===== config.mk =====
export PLATFORM = sky130hd
export DESIGN_NAME = video_write_scheduler
export DESIGN_NICKNAME = d
export VERILOG_FILES = /design/src/rtl/video_write_scheduler.sv
export SDC_FILE = /design/constraint.sdc
export NUM_CORES = 1
export LEC_CHECK = 0
export BUFFER_PORTS_ARGS = -buffer_cell sky130_fd_sc_hd__buf_2
export CORE_ASPECT_RATIO = 1.4
export CORE_MARGIN = 8
export CORE_UTILIZATION = 45
export CTS_CLUSTER_SIZE = 28
export DETAILED_ROUTE_END_ITERATION = 7
export SLEW_MARGIN = 20
export SYNTH_ARGS = -nofsm -noshare
export SYNTH_HDL_FRONTEND = slang
export SYNTH_SLANG_ARGS = --single-unit

===== constraint.sdc =====
create_clock -name Clock -period 3.5 [get_ports Clock]
set_input_delay 0.875 -clock Clock [delete_from_list [all_inputs] [get_ports Clock]]
set_output_delay 0.875 -clock Clock [all_outputs]
set_load 0.02 [all_outputs]

===== src/rtl/video_write_scheduler.sv =====
// Arbitrates single-pixel CPU writes (queued in a small FIFO) against a
// rectangle-fill engine onto one video RAM write port with registered outputs.
module video_write_scheduler #(
  parameter int FIFO_DEPTH = 4
) (
  input  logic        Clock,
  input  logic        Reset,
  input  logic        iCpuWrite,
  input  logic [7:0]  iCpuCol,
  input  logic [7:0]  iCpuRow,
  input  logic [2:0]  iCpuColor,
  input  logic        iFillStart,
  input  logic [7:0]  iFillCol0,
  input  logic [7:0]  iFillRow0,
  input  logic [7:0]  iFillWidth,
  input  logic [7:0]  iFillHeight,
  input  logic [2:0]  iFillColor,
  output logic        oFillBusy,
  output logic        oFillDone,
  output logic        oCpuOverflow,
  output logic        oWriteEnable,
  output logic [15:0] oWriteAddress,
  output logic [2:0]  oDataOut,
  output logic [1:0]  oFillState
);

  localparam int AW = (FIFO_DEPTH > 1) ? $clog2(FIFO_DEPTH) : 1;
  localparam logic [AW:0] FULL_CNT = FIFO_DEPTH[AW:0];

  typedef enum logic [1:0] {
    S_IDLE = 2'd0,
    S_FILL = 2'd1,
    S_DONE = 2'd2
  } fill_state_e;

  // CPU FIFO: entries are {col, row, color}
  logic [18:0]   fifo_mem_q [FIFO_DEPTH];
  logic [AW-1:0] wr_ptr_q, rd_ptr_q;
  logic [AW:0]   count_q;
  logic          fifo_empty, fifo_full, push_ok, cpu_pop, overflow_q;
  logic [18:0]   fifo_head;

  // Fill engine
  fill_state_e state_q;
  logic [7:0]  col0_q, row0_q, width_q, height_q, x_q, y_q;
  logic [2:0]  color_q;
  logic        done_q;
  logic [7:0]  pix_col, pix_row;

  // Arbiter and output port
  logic        req_cpu, req_fill, contest, grant_cpu, grant_fill;
  logic        last_fill_q;
  logic        we_q;
  logic [15:0] addr_q;
  logic [2:0]  data_q;

  assign fifo_empty = (count_q == '0);
  assign fifo_full  = (count_q == FULL_CNT);
  assign fifo_head  = fifo_mem_q[rd_ptr_q];

  assign req_cpu    = !fifo_empty;
  assign req_fill   = (state_q == S_FILL);
  assign contest    = req_cpu && req_fill;
  // On a contest the CPU wins only if the fill won the previous contest.
  assign grant_cpu  = req_cpu && (!req_fill || last_fill_q);
  assign grant_fill = req_fill && !grant_cpu;

  assign cpu_pop    = grant_cpu;
  assign push_ok    = iCpuWrite && (!fifo_full || cpu_pop);

  assign pix_col    = col0_q + x_q;
  assign pix_row    = row0_q + y_q;

  always_ff @(posedge Clock) begin
    if (push_ok) begin
      fifo_mem_q[wr_ptr_q] <= {iCpuCol, iCpuRow, iCpuColor};
    end
  end

  always_ff @(posedge Clock or negedge Reset) begin
    if (!Reset) begin
      wr_ptr_q   <= '0;
      rd_ptr_q   <= '0;
      count_q    <= '0;
      overflow_q <= 1'b0;
    end else begin
      if (push_ok) wr_ptr_q <= wr_ptr_q + AW'(1);
      if (cpu_pop) rd_ptr_q <= rd_ptr_q + AW'(1);
      case ({push_ok, cpu_pop})
        2'b10:   count_q <= count_q + 1'b1;
        2'b01:   count_q <= count_q - 1'b1;
        default: count_q <= count_q;
      endcase
      if (iCpuWrite && !push_ok) overflow_q <= 1'b1;
    end
  end

  always_ff @(posedge Clock or negedge Reset) begin
    if (!Reset) begin
      state_q  <= S_IDLE;
      col0_q   <= '0;
      row0_q   <= '0;
      width_q  <= '0;
      height_q <= '0;
      color_q  <= '0;
      x_q      <= '0;
      y_q      <= '0;
      done_q   <= 1'b0;
    end else begin
      // The completion pulse follows the single cycle spent in DONE.
      done_q <= (state_q == S_DONE);
      case (state_q)
        S_IDLE: begin
          if (iFillStart) begin
            col0_q   <= iFillCol0;
            row0_q   <= iFillRow0;
            width_q  <= iFillWidth;
            height_q <= iFillHeight;
            color_q  <= iFillColor;
            x_q      <= '0;
            y_q      <= '0;
            state_q  <= (iFillWidth == '0 || iFillHeight == '0) ? S_DONE : S_FILL;
          end
        end
        S_FILL: begin
          if (grant_fill) begin
            if (x_q == width_q - 8'd1) begin
              x_q <= '0;
              if (y_q == height_q - 8'd1) begin
                state_q <= S_DONE;
              end else begin
                y_q <= y_q + 8'd1;
              end
            end else begin
              x_q <= x_q + 8'd1;
            end
          end
        end
        S_DONE:  state_q <= S_IDLE;
        default: state_q <= S_IDLE;
      endcase
    end
  end

  always_ff @(posedge Clock or negedge Reset) begin
    if (!Reset) begin
      we_q        <= 1'b0;
      addr_q      <= '0;
      data_q      <= '0;
      last_fill_q <= 1'b1;
    end else begin
      we_q <= grant_cpu || grant_fill;
      if (grant_cpu) begin
        addr_q <= fifo_head[18:3];
        data_q <= fifo_head[2:0];
      end else if (grant_fill) begin
        addr_q <= {pix_col, pix_row};
        data_q <= color_q;
      end
      if (contest) last_fill_q <= grant_fill;
    end
  end

  assign oWriteEnable  = we_q;
  assign oWriteAddress = addr_q;
  assign oDataOut      = data_q;
  assign oFillBusy     = (state_q == S_FILL) || (state_q == S_DONE);
  assign oFillDone     = done_q;
  assign oCpuOverflow  = overflow_q;
  assign oFillState    = state_q;

endmodule


Word level (Yosys, flattened, before mapping)
Memory sizes are Yosys's and may differ from the RTL's. Index checks and enable logic that the tools add are counted.

Register bits after elaboration: 83. Bits in latches: 0. Bits in writable memories: 76. Bits in read-only memories: 0. Input bits: 58. Output and inout bits: 25. Memories kept: 1.

Memories: fifo_mem_q (words 4, bits a word 19, read ports 1, clocked after memory_dff 0, write ports 1, RTL line 37) `logic [18:0] fifo_mem_q [FIFO_DEPTH];`.

Add/subtract/negate cells: 10. Multiply operators: 0. Divide/modulo/power cells: 0. $lt $le $gt $ge: 0. Eq/ne operators: 12. Shift-type cells: 0. Mux-type cells: 21. Bitwise gates (word level): 0. Reductions and logical operators: 26.

Operator list (count): 8-bit two-way mux (6); 16-bit two-way mux (2); 8-bit one-hot mux with 2 select lines (2); 8-bit by 1-bit adder with 8-bit output, second input constant (2); 8-bit adder (2); 8-bit == test (2); 8-bit zero test (2); 8-bit by 1-bit subtractor with 8-bit output, second input constant (2); 2-bit two-way mux (5); 3-bit two-way mux (2); 2-bit by 1-bit inequality test with 1-bit output, second input constant (3); 3-bit one-hot mux with 2 select lines (1); 2-bit nonzero test (3); 1-bit logical AND (5); 1-bit zero test (5); 1-bit logical OR (5); 5-bit AND reduction (1); 2-bit by 1-bit adder with 2-bit output, second input constant (2); 2-bit by 1-bit == test with 1-bit output, second input constant (2); 2-bit == test, second input constant (2); 2-bit inequality test, second input constant (2); 2-bit one-hot mux with 2 select lines (1); 4-bit AND reduction (1); 3-bit by 1-bit adder with 3-bit output, second input constant (1); 7 further kinds (8).

Logic depth before layout (Yosys ltp)
Gate-level depths: netlist of run 1.

Word-level depth: 8. Gate-level depth with buffers: 13. Gate-level depth less buffers: 13.

Worst setup path before layout of run 1
OpenSTA, ideal clock, no wires.

Kind: register to register. Start point: register state_q[1] (netlist: oFillState[1]). End point: register count_q[2]. Arrival time: 2650 ps. Required time: 3421 ps. Path slack: 771 ps. Cell stages (with the launch flop): 13. Period minus slack after synthesis: 2729 ps. Path through: dfrtp_1 > inv_1 > ha_1 > inv_1 > nor2_1 > nor2_1 > clkbuf_1 > ha_1 > inv_1 > fa_1 > xor2_1 > nor2_1 > xor2_1.

Word-level cells in the longest chain between the ends: 8. Elaborated cells on any way between the ends: 10. Classes of those cells: eq/ne (3); mux (1); reduce/logical (6).

RTL lines: start, declared (RTL line 44) `fill_state_e state_q;`; start signal, assigned (RTL line 122) `state_q <= (iFillWidth == '0 || iFillHeight == '0) ? S_DONE : S_FILL;`; 2-bit by 1-bit == test with 1-bit output * (RTL line 62) `assign req_fill = (state_q == S_FILL);`; 1-bit zero test * (RTL line 65) `assign grant_cpu = req_cpu && (!req_fill || last_fill_q);`; 1-bit logical OR * (RTL line 65); 1-bit logical AND * (RTL line 65); 1-bit logical OR (RTL line 69) `assign push_ok = iCpuWrite && (!fifo_full || cpu_pop);`; 1-bit logical AND (RTL line 69); 2-bit by 1-bit == test with 1-bit output / 2-bit == test (equally long branches) (RTL line 89) `case ({push_ok, cpu_pop})`; 3-bit one-hot mux with 2 select lines / 2-bit nonzero test (equally long branches); end signal, assigned (RTL line 90) `2'b10: count_q <= count_q + 1'b1;`; end signal, assigned (RTL line 91) `2'b01: count_q <= count_q - 1'b1;`; end signal, assigned (RTL line 92) `default: count_q <= count_q;`; end, declared (RTL line 39) `logic [AW:0] count_q;`.

Mark *: on every way between the ends. The rest lies on a longest branch, timed or not. A chain may end at the register's enable or synchronous reset.

Worst setup path in the final report of run 1
Start point: register width_q[0]. End point: register y_q[4].

Word-level cells in the longest chain between the ends: 4.

RTL lines: start, declared (RTL line 45) `logic [7:0] col0_q, row0_q, width_q, height_q, x_q, y_q;`; start signal, assigned (RTL line 117) `width_q <= iFillWidth;`; 8-bit by 1-bit subtractor with 8-bit output (RTL line 127) `if (x_q == width_q - 8'd1) begin`; 8-bit == test (RTL line 127); 2-bit by 1-bit inequality test with 1-bit output (no source line); 5-bit AND reduction (no source line); end signal, assigned (RTL line 132) `y_q <= y_q + 8'd1;`; end, declared (RTL line 45).

Every way passes these cells.

==> flow_metrics.env, run 1 <==
export IMPL_synth_edf_count=76
export IMPL_grt_pass1_vias=5473
export IMPL_finalPower_mw=7.85
export IMPL_crit_required_ns=3.83
export IMPL_max_slew_margin_pct=35.8
export IMPL_critPathMaxStageDelay_ns=0.57
export IMPL_startpoint_type="flop"
export IMPL_crit_family="simple AND/OR/NAND/NOR gates"
export IMPL_clkSinkCount=159
export IMPL_fin_worst_skew_ns=0.00591
export IMPL_syn_instance_count=585
export IMPL_final_layout_size_suffix_gt1_share_pct=27.0
export IMPL_avgSynthCellArea_um2=13.1
export IMPL_core_um2=16700
export IMPL_netlist_area_um2=7630
export IMPL_gp_congestion=0.855
export IMPL_fin_area_um2=8860
export IMPL_cp_slowest_cell="or4_4"
export IMPL_fill_cells=1482
export IMPL_finalSetupViolCount=0
export IMPL_grt_usage_pct=16.6
export IMPL_area_growth_pct=16.1
export IMPL_dr_pass1_iters=5
export IMPL_place_hpwl_um=12100
export IMPL_final_cells=892
export IMPL_crit_fanout=6
export IMPL_synth_warnings=0
export IMPL_power_density_nw_per_um2=886
export IMPL_ir_drop_mv=0.429
export IMPL_post_cts_buffers=0
export IMPL_setup_tns_ns=0
export IMPL_end_kind="flop"
export IMPL_cpMostUsedCell="or4_4"
export IMPL_cts_tree="done"
export IMPL_hold_worst_slack_ns=0.492
export IMPL_tightest_slew_ns=0.964
export IMPL_die_w_um=126
export IMPL_place_area_um2=8310
export IMPL_yosys_register_bits=159
export IMPL_routed_wirelength_um=16700
export IMPL_dieHeight_um=170
export IMPL_leakage_nw=3.57
export IMPL_maxCapViolations=0
export IMPL_final_util_pct=53.1
export IMPL_ant_nets=0
export IMPL_design_die_area_um2=21400
export IMPL_antenna_found_initial=0
export IMPL_rows=56
export IMPL_diodes=0
export IMPL_syn_num_nets=672
export IMPL_initialDrtViolationCount=278
export IMPL_dp_slack_ns=0.700
export IMPL_path_class="reg2reg"
export IMPL_final_nets=764
export IMPL_cp_data_arrival_time_ns=3.17
export IMPL_outcome="finished clean"
export IMPL_start_util_pct=45.8
export IMPL_cts_buffers=17
export IMPL_async_flop_share_pct=52.2
export IMPL_ys_seq_area_share_pct=57.1
export IMPL_vias=5012
export IMPL_worst_path_buf_inv=1
export IMPL_dp_cells=861
export IMPL_fmax_mhz=352
export IMPL_grt_ovfl_total=0
export IMPL_vias_per_cell=5.62
export IMPL_rsz0062_at_grt="false"
export IMPL_setup_slack_ns=0.656
export IMPL_numPortBuffers=82
export IMPL_ios=83
export IMPL_cts_max_level=4
export IMPL_cts_hold_buf=0
export IMPL_cts_repair_resized=0
export IMPL_hold_viol_final=0
export IMPL_grt_max_degree=84
export IMPL_synth_cell_types=61
export IMPL_finalCritPeriodShare_pct=81.2
export IMPL_final_max_slew_viol_count=0
export IMPL_period_needed_ns=2.84
export IMPL_post_drt_wl_per_cell_um=18.8
export IMPL_clk_latency_ns=0.42
export IMPL_crit_chain="inv_1 -> ha_1 -> nor3b_1 -> a31oi_1 -> or4_4 -> a221o_1 -> or4_4 -> o31ai_4"
export IMPL_worstHoldPathType="reg2reg"
export IMPL_clk_pin_slew_ns=0.06
export IMPL_cts_buffer_depth=2
export IMPL_drc=0
export IMPL_ys_flop_type="dfrtp_1"
export IMPL_clockRootBuffer="clkbuf_16"
export IMPL_grt_pass1_wl_um=27900
[flip-flops by register name (all words and copies together), names as in the netlist]
signal         flops
col0_q             8
color_q            3
count_q            3
fifo_mem_q        76
height_q           8
last_fill_q        1
oCpuOverflow       1
oDataOut           3
oFillDone          1
oFillState         2
oWriteAddress     16
oWriteEnable       1
rd_ptr_q           2
row0_q             8
width_q            8
wr_ptr_q           2
x_q                8
y_q                8
[synthesized netlist by cell type, drive strengths merged, types with 2 or more instances]
cell      n  share of area, %
nand2b    8              0.66
nand2    17              0.84
dfrtp    82                27
edfxtp   76                30
o21ai    34               2.3
a21o      4              0.39
a21oi    25               1.6
mux2     35               5.2
and3      8              0.67
o41ai     3              0.34
a221oi    3              0.57
nor4      8              0.66
ha       26               4.3
a22oi    14               1.4
o22ai     2              0.16
a221o     3              0.39
mux2i     2              0.26
buf       2              0.11
clkbuf   19              0.93
o2111ai   5              0.57
mux4     19               5.6
nand3    11              0.72
nor2     38               1.9
or4       5              0.61
xnor2    23               2.6
nand4     3              0.25
fa        3              0.79
nor2b     8              0.66
a31oi     5              0.41
o21a      4              0.39
o31ai     3              0.48
or3       2              0.16
xor2     16               1.8
a41oi     3              0.34
and2     17               1.4
nand3b    2              0.20
inv      23               1.1
nor3     11              0.79
[path summary, 6_finish.rpt]
path,from,end,slack [ns],cells after the start
hold reg to reg,oCpuOverflow$_DFFE_PN0P_,oCpuOverflow$_DFFE_PN0P_,0.49,1
setup / recovery,width_q[0]$_DFFE_PN0P_,y_q[4]$_DFFE_PN0P_,0.66,8
max in group asynchronous,Reset,height_q[4]$_DFFE_PN0P_,2.45,1
setup reg to reg,width_q[0]$_DFFE_PN0P_,y_q[4]$_DFFE_PN0P_,0.66,8
hold / removal,oCpuOverflow$_DFFE_PN0P_,oCpuOverflow$_DFFE_PN0P_,0.49,1
min in group asynchronous,Reset,width_q[3]$_DFFE_PN0P_,0.50,1
[cell families after synthesis]
| group | Yosys count | share of synthesized area (%) |
|---|---|---|
| adder cells (fa/ha/maj) | 29 | 5.05 |
| XOR/XNOR | 39 | 4.47 |
| buffers and inverters | 45 | 2.23 |
| AND/OR/NAND/NOR | 140 | 9.70 |
| multiplexers | 56 | 11.0 |
| AO/OA/AOI/OAI | 117 | 10.4 |
| flip-flops | 159 | 57.1 |
[per-layer routing]
layer / vias to the layer above / track usage [%] / wire length [µm]
met1: 2499 / 19.2 / 7100
met4: 0 / 7.40 / 240
met5: - / 0 / 0
met3: 25 / 3.35 / 683
li1: 2372 / - / -
met2: 116 / 29.1 / 8710
[cell type report]
cell class	count	area, µm²	share of cell area, %
Clock inverter	12	114	1.28
Clock buffer	19	433	4.88
Tap cell	203	254	2.87
Inverter	24	90.1	1.02
Multi-Input combinational cell	381	3100	35.0
Sequential cell	159	4360	49.2
Timing Repair Buffer	94	507	5.72
[layout by cell type (no fill, tap or decap), types with 5 or more instances in the layout]
cell type | synthesis | routed
a21oi_1 | 25 | 25
a22oi_1 | 14 | 14
a31oi_1 | 5 | 5
and2_1 | 17 | 17
and3_1 | 7 | 7
buf_2 | 1 | 81
buf_4 | 0 | 12
clkbuf_16 | 0 | 17
dfrtp_1 | 82 | 82
edfxtp_1 | 76 | 76
ha_1 | 26 | 26
inv_1 | 23 | 23
mux2_2 | 35 | 35
mux4_2 | 19 | 19
nand2_1 | 17 | 17
nand2b_1 | 8 | 8
nand3_1 | 11 | 11
nor2_1 | 37 | 37
nor2b_1 | 8 | 8
nor3_1 | 10 | 10
nor4_1 | 8 | 8
o2111ai_1 | 5 | 5
o21ai_0 | 28 | 28
o21ai_1 | 5 | 5
xnor2_1 | 23 | 23
xor2_1 | 16 | 16
[report_power, final]
group | total [mW] | switching, mW | internal [mW] | leakage, nW
combinational | 2.98 | 1.61 | 1.37 | 1.61
sequential | 3.15 | 0.566 | 2.59 | 1.71
clock | 1.71 | 0.736 | 0.977 | 0.254
Power figures use the tool's default switching activity.
==> run 2: changes to the inputs <==
--- a/config.mk
+++ b/config.mk
@@ -5,12 +5,14 @@
 export SDC_FILE = /design/constraint.sdc
 export NUM_CORES = 1
 export LEC_CHECK = 0
+export ABC_AREA = 1
 export BUFFER_PORTS_ARGS = -buffer_cell sky130_fd_sc_hd__buf_2
 export CORE_ASPECT_RATIO = 1.4
 export CORE_MARGIN = 8
 export CORE_UTILIZATION = 45
 export CTS_CLUSTER_SIZE = 28
 export DETAILED_ROUTE_END_ITERATION = 7
+export PLACE_DENSITY = 0.66
 export SLEW_MARGIN = 20
 export SYNTH_ARGS = -nofsm -noshare
 export SYNTH_HDL_FRONTEND = slang
==> constraint.sdc (replaced) <==
create_clock -name Clock -period 2.6 [get_ports Clock]
set_input_delay 0.65 -clock Clock [delete_from_list [all_inputs] [get_ports Clock]]
set_output_delay 0.65 -clock Clock [all_outputs]
set_load 0.02 [all_outputs]
==> flow_metrics.env, run 2 <==
export IMPL_outcome="finished clean"
export IMPL_initialDrtViolationCount=300
export IMPL_largest_reg_flops=76
export IMPL_synth_most_common_cell="nand2_1"
export IMPL_ir_drop_mv=0.624
export IMPL_synth_edf_count=76
export IMPL_synth_top_cell_area_share_pct=28.9
export IMPL_cts_hold_buf=0
export IMPL_post_drt_wl_per_cell_um=15.6
export IMPL_avgSynthCellArea_um2=9.81
export IMPL_dr_pass1_iters=5
export IMPL_grt_usage_pct=16.8
export IMPL_syn_instance_count=805
export IMPL_ys_seq_area_share_pct=55.2
export IMPL_fill_cells=1606
export IMPL_cts_buffer_depth=2
export IMPL_fmax_mhz=443
export IMPL_grt_pass1_vias=5727
export IMPL_synth_warnings=0
export IMPL_clockRootBuffer="clkbuf_16"
export IMPL_antenna_found_initial=0
export IMPL_largest_register="fifo_mem_q"
export IMPL_vias_per_cell=5.07
export IMPL_period_needed_ns=2.26
export IMPL_clkSinkCount=159
export IMPL_rsz0062_at_grt="false"
export IMPL_final_nets=978
export IMPL_die_w_um=128
export IMPL_rows=57
export IMPL_multi_input_area_um2=3090
export IMPL_grt_max_degree=53
export IMPL_yosys_top_cells_area="edfxtp_1, dfrtp_1, nand2_1, nor2_1, ha_1"
export IMPL_synth_common_cells="nand2_1, nor2_1, dfrtp_1, edfxtp_1, inv_1"
export IMPL_crit_fanout=10
export IMPL_gp_congestion=0.851
export IMPL_cts_repair_resized=0
export IMPL_ant_nets=0
export IMPL_clk_latency_ns=0.43
export IMPL_power_density_nw_per_um2=1190
export IMPL_tightest_slew_ns=0.546
export IMPL_register_area_um2=4360
export IMPL_startpoint_type="flop"
export IMPL_hold_worst_slack_ns=0.196
export IMPL_start_util_pct=45.8
export IMPL_final_max_slew_viol_count=0
export IMPL_layout_commonest_cell="nand2_1"
export IMPL_leakage_nw=3.99
export IMPL_dieHeight_um=173
export IMPL_finalCritPeriodShare_pct=86.8
export IMPL_cts_buffers=17
export IMPL_ys_flop_type="dfrtp_1"
export IMPL_numPortBuffers=82
export IMPL_maxCapViolations=0
export IMPL_drc=0
export IMPL_syn_num_nets=892
export IMPL_final_cell_mix="nand2_1, nor2_1, dfrtp_1"
export IMPL_end_kind="flop"
export IMPL_vias=5775
export IMPL_fin_worst_skew_ns=0.00668
export IMPL_synth_area_leader_cell="edfxtp_1"
export IMPL_cp_data_arrival_time_ns=2.56
export IMPL_post_cts_buffers=0
export IMPL_core_um2=17300
export IMPL_clk_pin_slew_ns=0.07
export IMPL_worstHoldPathType="in2async"
export IMPL_synth_cell_types=47
export IMPL_finalSetupViolCount=0
export IMPL_hold_viol_final=0
export IMPL_yosys_register_bits=159
export IMPL_final_layout_size_suffix_gt1_share_pct=19.6
export IMPL_design_die_area_um2=22100
export IMPL_setup_tns_ns=0
export IMPL_async_flop_share_pct=52.2
export IMPL_crit_required_ns=2.90
export IMPL_ios=83
export IMPL_routed_wirelength_um=17800
export IMPL_path_class="reg2reg"
export IMPL_ff2ff_path_depth=12
export IMPL_grt_pass1_wl_um=29300
export IMPL_area_growth_pct=15.8
export IMPL_cts_tree="done"
export IMPL_place_hpwl_um=12700
export IMPL_max_slew_margin_pct=63.6
export IMPL_diodes=0
export IMPL_grt_ovfl_total=0
export IMPL_cts_max_level=4
export IMPL_netlist_area_um2=7900
==> run 2: area by class of cell <==
class                   count  area share (%)
flip-flops and latches    159            47.7
multi-input cells         539            33.8
repair buffers             99            6.05
clock buffers              18            4.69
well taps                 236            3.23
inverters                  75            3.11
clock inverters            14            1.44
==> run 2: cells by family after synthesis <==
logic type               count (synthesis)  synth area share [%]
AO/OA/AOI/OAI                          137                  9.90
XOR/XNOR                                33                  3.66
adder cells (fa/ha/maj)                 29                  4.88
buffers and inverters                  107                  5.70
flip-flops                             159                  55.2
multiplexers                            19                  2.71
AND/OR/NAND/NOR                        321                  17.9
==> run 2: worst max-delay path, cell delays in order (launching register included) <==
cell     delay, ns
dfrtp_1       0.41
inv_1         0.09
ha_1          0.21
inv_4         0.09
nor2_4        0.12
nand3_1       0.11
nand2_1       0.11
ha_1          0.15
inv_1         0.06
fa_1          0.38
a21oi_1       0.14
o21ai_0       0.11
xor2_1        0.15
==> run 2: metrics by stage <==
stage               power [mW]  setup WS [ns]  util (%)  instances  cell area [µm²]
floorplan                 7.28         0.0831         -        805             7900
global route              11.7          0.127      53.0       1140             9140
detailed placement        8.59          0.340      49.7       1108             8580
CTS                       11.0          0.331      53.0       1140             9140
finish                    10.9          0.343      53.0       1140             9140
global placement          8.52          0.427      49.7       1108             8580
==> run 2: power by group <==
part	switching [mW]	internal, mW	leakage (nW)
Sequential	0.546	3.48	1.71
Clock	1.05	1.33	0.261
Combinational	2.85	1.64	2.02
Total	4.45	6.45	3.99
==> run 2: metal layers <==
layer,vias to the layer above,GRT usage [%],wire (µm)
met4,0,6.76,375
met1,2742,20.0,7550
met3,23,3.36,777
met5,-,0,0
met2,129,28.8,9110
li1,2881,-,-
==> run 2: path summary, 6_finish.rpt <==
path | start | to | slack (ns)
max in group asynchronous | Reset | rd_ptr_q[1]$_DFFE_PN0N_ | 1.81
max reg2reg | oFillState[1]$_DFFE_PN0P_ | count_q[2]$_DFFE_PN0P_ | 0.34
min | Reset | height_q[0]$_DFFE_PN0P_ | 0.20
max | oFillState[1]$_DFFE_PN0P_ | count_q[2]$_DFFE_PN0P_ | 0.34
min reg2reg | oWriteAddress[5]$_DFFE_PN0P_ | oWriteAddress[5]$_DFFE_PN0P_ | 0.48
min in group Clock | iCpuCol[6] | fifo_mem_q[0][17]$_DFFE_PP_ | 0.44
==> run 3: changes to the inputs <==
--- a/config.mk
+++ b/config.mk
@@ -13,6 +13,7 @@
 export CTS_CLUSTER_SIZE = 28
 export DETAILED_ROUTE_END_ITERATION = 7
 export PLACE_DENSITY = 0.66
+export RECOVER_POWER = 100
 export SLEW_MARGIN = 20
 export SYNTH_ARGS = -nofsm -noshare
 export SYNTH_HDL_FRONTEND = slang
==> flow_metrics.env, run 3 (synthesis results as in run 2) <==
export IMPL_failed_checks="capacitance limit, slew limit"
export IMPL_diodes=0
export IMPL_ios=83
export IMPL_cp_slowest_cell="dfrtp_1"
export IMPL_hold_viol_final=0
export IMPL_fmax_mhz=433
export IMPL_final_nets=978
export IMPL_clockRootBuffer="clkbuf_16"
export IMPL_crit_required_ns=2.91
export IMPL_end_kind="flop"
export IMPL_start_util_pct=45.8
export IMPL_grt_pass1_vias=5727
export IMPL_period_needed_ns=2.31
export IMPL_rsz0062_at_grt="false"
export IMPL_area_growth_pct=14.3
export IMPL_die_w_um=128
export IMPL_cp_num_cells=12
export IMPL_cts_buffers=17
export IMPL_critPathMaxStageDelay_ns=0.40
export IMPL_clk_latency_ns=0.43
export IMPL_worstHoldPathType="in2reg"
export IMPL_grt_usage_pct=16.8
export IMPL_crit_family="buffers and inverters"
export IMPL_cts_hold_buf=0
export IMPL_crit_end="y_q[2]$_DFFE_PN0P_"
export IMPL_layout_commonest_cell="nand2_1"
export IMPL_crit_fanout=25
export IMPL_hold_depth=2
export IMPL_worst_path_buf_inv=5
export IMPL_antenna_found_initial=0
export IMPL_dieHeight_um=173
export IMPL_largest_reg_flops=76
export IMPL_final_max_slew_viol_count=37
export IMPL_cts_repair_resized=0
export IMPL_vias=5782
export IMPL_clkSinkCount=159
export IMPL_rows=57
export IMPL_startpoint="oFillState[1]$_DFFE_PN0P_"
export IMPL_final_cell_mix="nand2_1, nor2_1, dfrtp_1"
export IMPL_tightest_slew_ns=2.13
export IMPL_fin_worst_skew_ns=0.00835
export IMPL_final_layout_size_suffix_gt1_share_pct=13.8
export IMPL_cts_max_level=4
export IMPL_place_hpwl_um=12700
export IMPL_max_slew_margin_pct=-42.2
export IMPL_drc=0
export IMPL_ir_drop_mv=0.624
export IMPL_maxCapViolations=1
export IMPL_design_die_area_um2=22100
export IMPL_timing_rr_end="y_q[2]$_DFFE_PN0P_"
export IMPL_cts_buffer_depth=2
export IMPL_rrSetupSlack_ns=0.29
export IMPL_cp_data_arrival_time_ns=2.62
export IMPL_ant_nets=0
export IMPL_post_cts_buffers=0
export IMPL_path_class="reg2reg"
export IMPL_grt_pass1_wl_um=29300
export IMPL_worst_r2r_startpoint="oFillState[1]$_DFFE_PN0P_"
export IMPL_grt_ovfl_total=0
export IMPL_startpoint_type="flop"
export IMPL_routed_wirelength_um=17800
export IMPL_core_um2=17300
export IMPL_power_density_nw_per_um2=1190
export IMPL_multi_input_area_um2=3050
export IMPL_clk_pin_slew_ns=0.06
export IMPL_final_cells=1140
export IMPL_fin_area_um2=9030
export IMPL_ff2ff_path_depth=12
export IMPL_dr_pass1_iters=4
export IMPL_cts_tree="done"
export IMPL_numPortBuffers=82
export IMPL_gp_congestion=0.851
export IMPL_initialDrtViolationCount=294
export IMPL_leakage_nw=3.84
export IMPL_place_area_um2=8580
export IMPL_fill_cells=1640
export IMPL_setup_tns_ns=0
export IMPL_dp_cells=1108
export IMPL_register_area_um2=4360
export IMPL_post_drt_wl_per_cell_um=15.6
export IMPL_grt_max_degree=53
export IMPL_vias_per_cell=5.07
export IMPL_crit_chain="inv_1 -> ha_1 -> inv_4 -> nor2_4 -> a21oi_1 -> buf_4 -> nand2_4 -> nand2_1 -> inv_2 -> buf_4 -> nand4_1 -> nand2_1"
export IMPL_final_util_pct=52.3
export IMPL_outcome="finished with violations"
export IMPL_finalSetupViolCount=0
export IMPL_finalCritPeriodShare_pct=88.8
export IMPL_largest_register="fifo_mem_q"
## run 3: where the power goes
group | switching [mW] | internal (mW) | leakage, nW | total, mW
clock | 1.05 | 1.33 | 0.261 | 2.39
combinational | 2.82 | 1.54 | 1.88 | 4.37
sequential | 0.549 | 3.48 | 1.71 | 4.03
## run 3: final cells by class
class | instances | area share [%]
flip-flops and latches | 159 | 48.3
well taps | 236 | 3.27
clock buffers | 18 | 4.75
inverters | 75 | 3.15
clock inverters | 14 | 1.46
repair buffers | 99 | 5.24
multi-input cells | 539 | 33.8
## run 3: worst min path at each step
stage / start / endpoint
CTS: Reset / count_q[0]$_DFFE_PN0P_
global route: iFillCol0[0] / col0_q[0]$_DFFE_PN0P_
global placement: oWriteAddress[5]$_DFFE_PN0P_ / oWriteAddress[5]$_DFFE_PN0P_
floorplan: Reset / col0_q[0]$_DFFE_PN0P_
finish: iFillRow0[6] / row0_q[6]$_DFFE_PN0P_
detailed placement: oWriteAddress[5]$_DFFE_PN0P_ / oWriteAddress[5]$_DFFE_PN0P_
## run 3: worst reg2reg max path, cell delays in order, from the launching register on
cell and delay [ns]:
dfrtp_1 0.40, inv_1 0.08, ha_1 0.22, inv_4 0.13, nor2_4 0.04, a21oi_1 0.18, buf_4 0.35, nand2_4 0.08
nand2_1 0.17, inv_2 0.17, buf_4 0.21, nand4_1 0.09, nand2_1 0.07
## run 3: layer usage
metal  wire length, µm  share of wire (%)  GRT usage (%)
met4               363                2.0           6.76
met1              7650                 43           20.0
met2              9060                 51           28.8
met5                 0                  0              0
met3               732                4.1           3.36
## run 3: metrics by stage
step / hold WS, ns / power [mW] / setup WS (ns)
3_5_place_dp: 0.465 / 8.59 / 0.340
6_report: 0.457 / 10.8 / 0.291
4_1_cts: 0.206 / 11.0 / 0.331
2_1_floorplan: 0.354 / 7.28 / 0.0831
5_1_grt: 0.452 / 11.6 / 0.0776
3_3_place_gp: 0.467 / 8.52 / 0.427
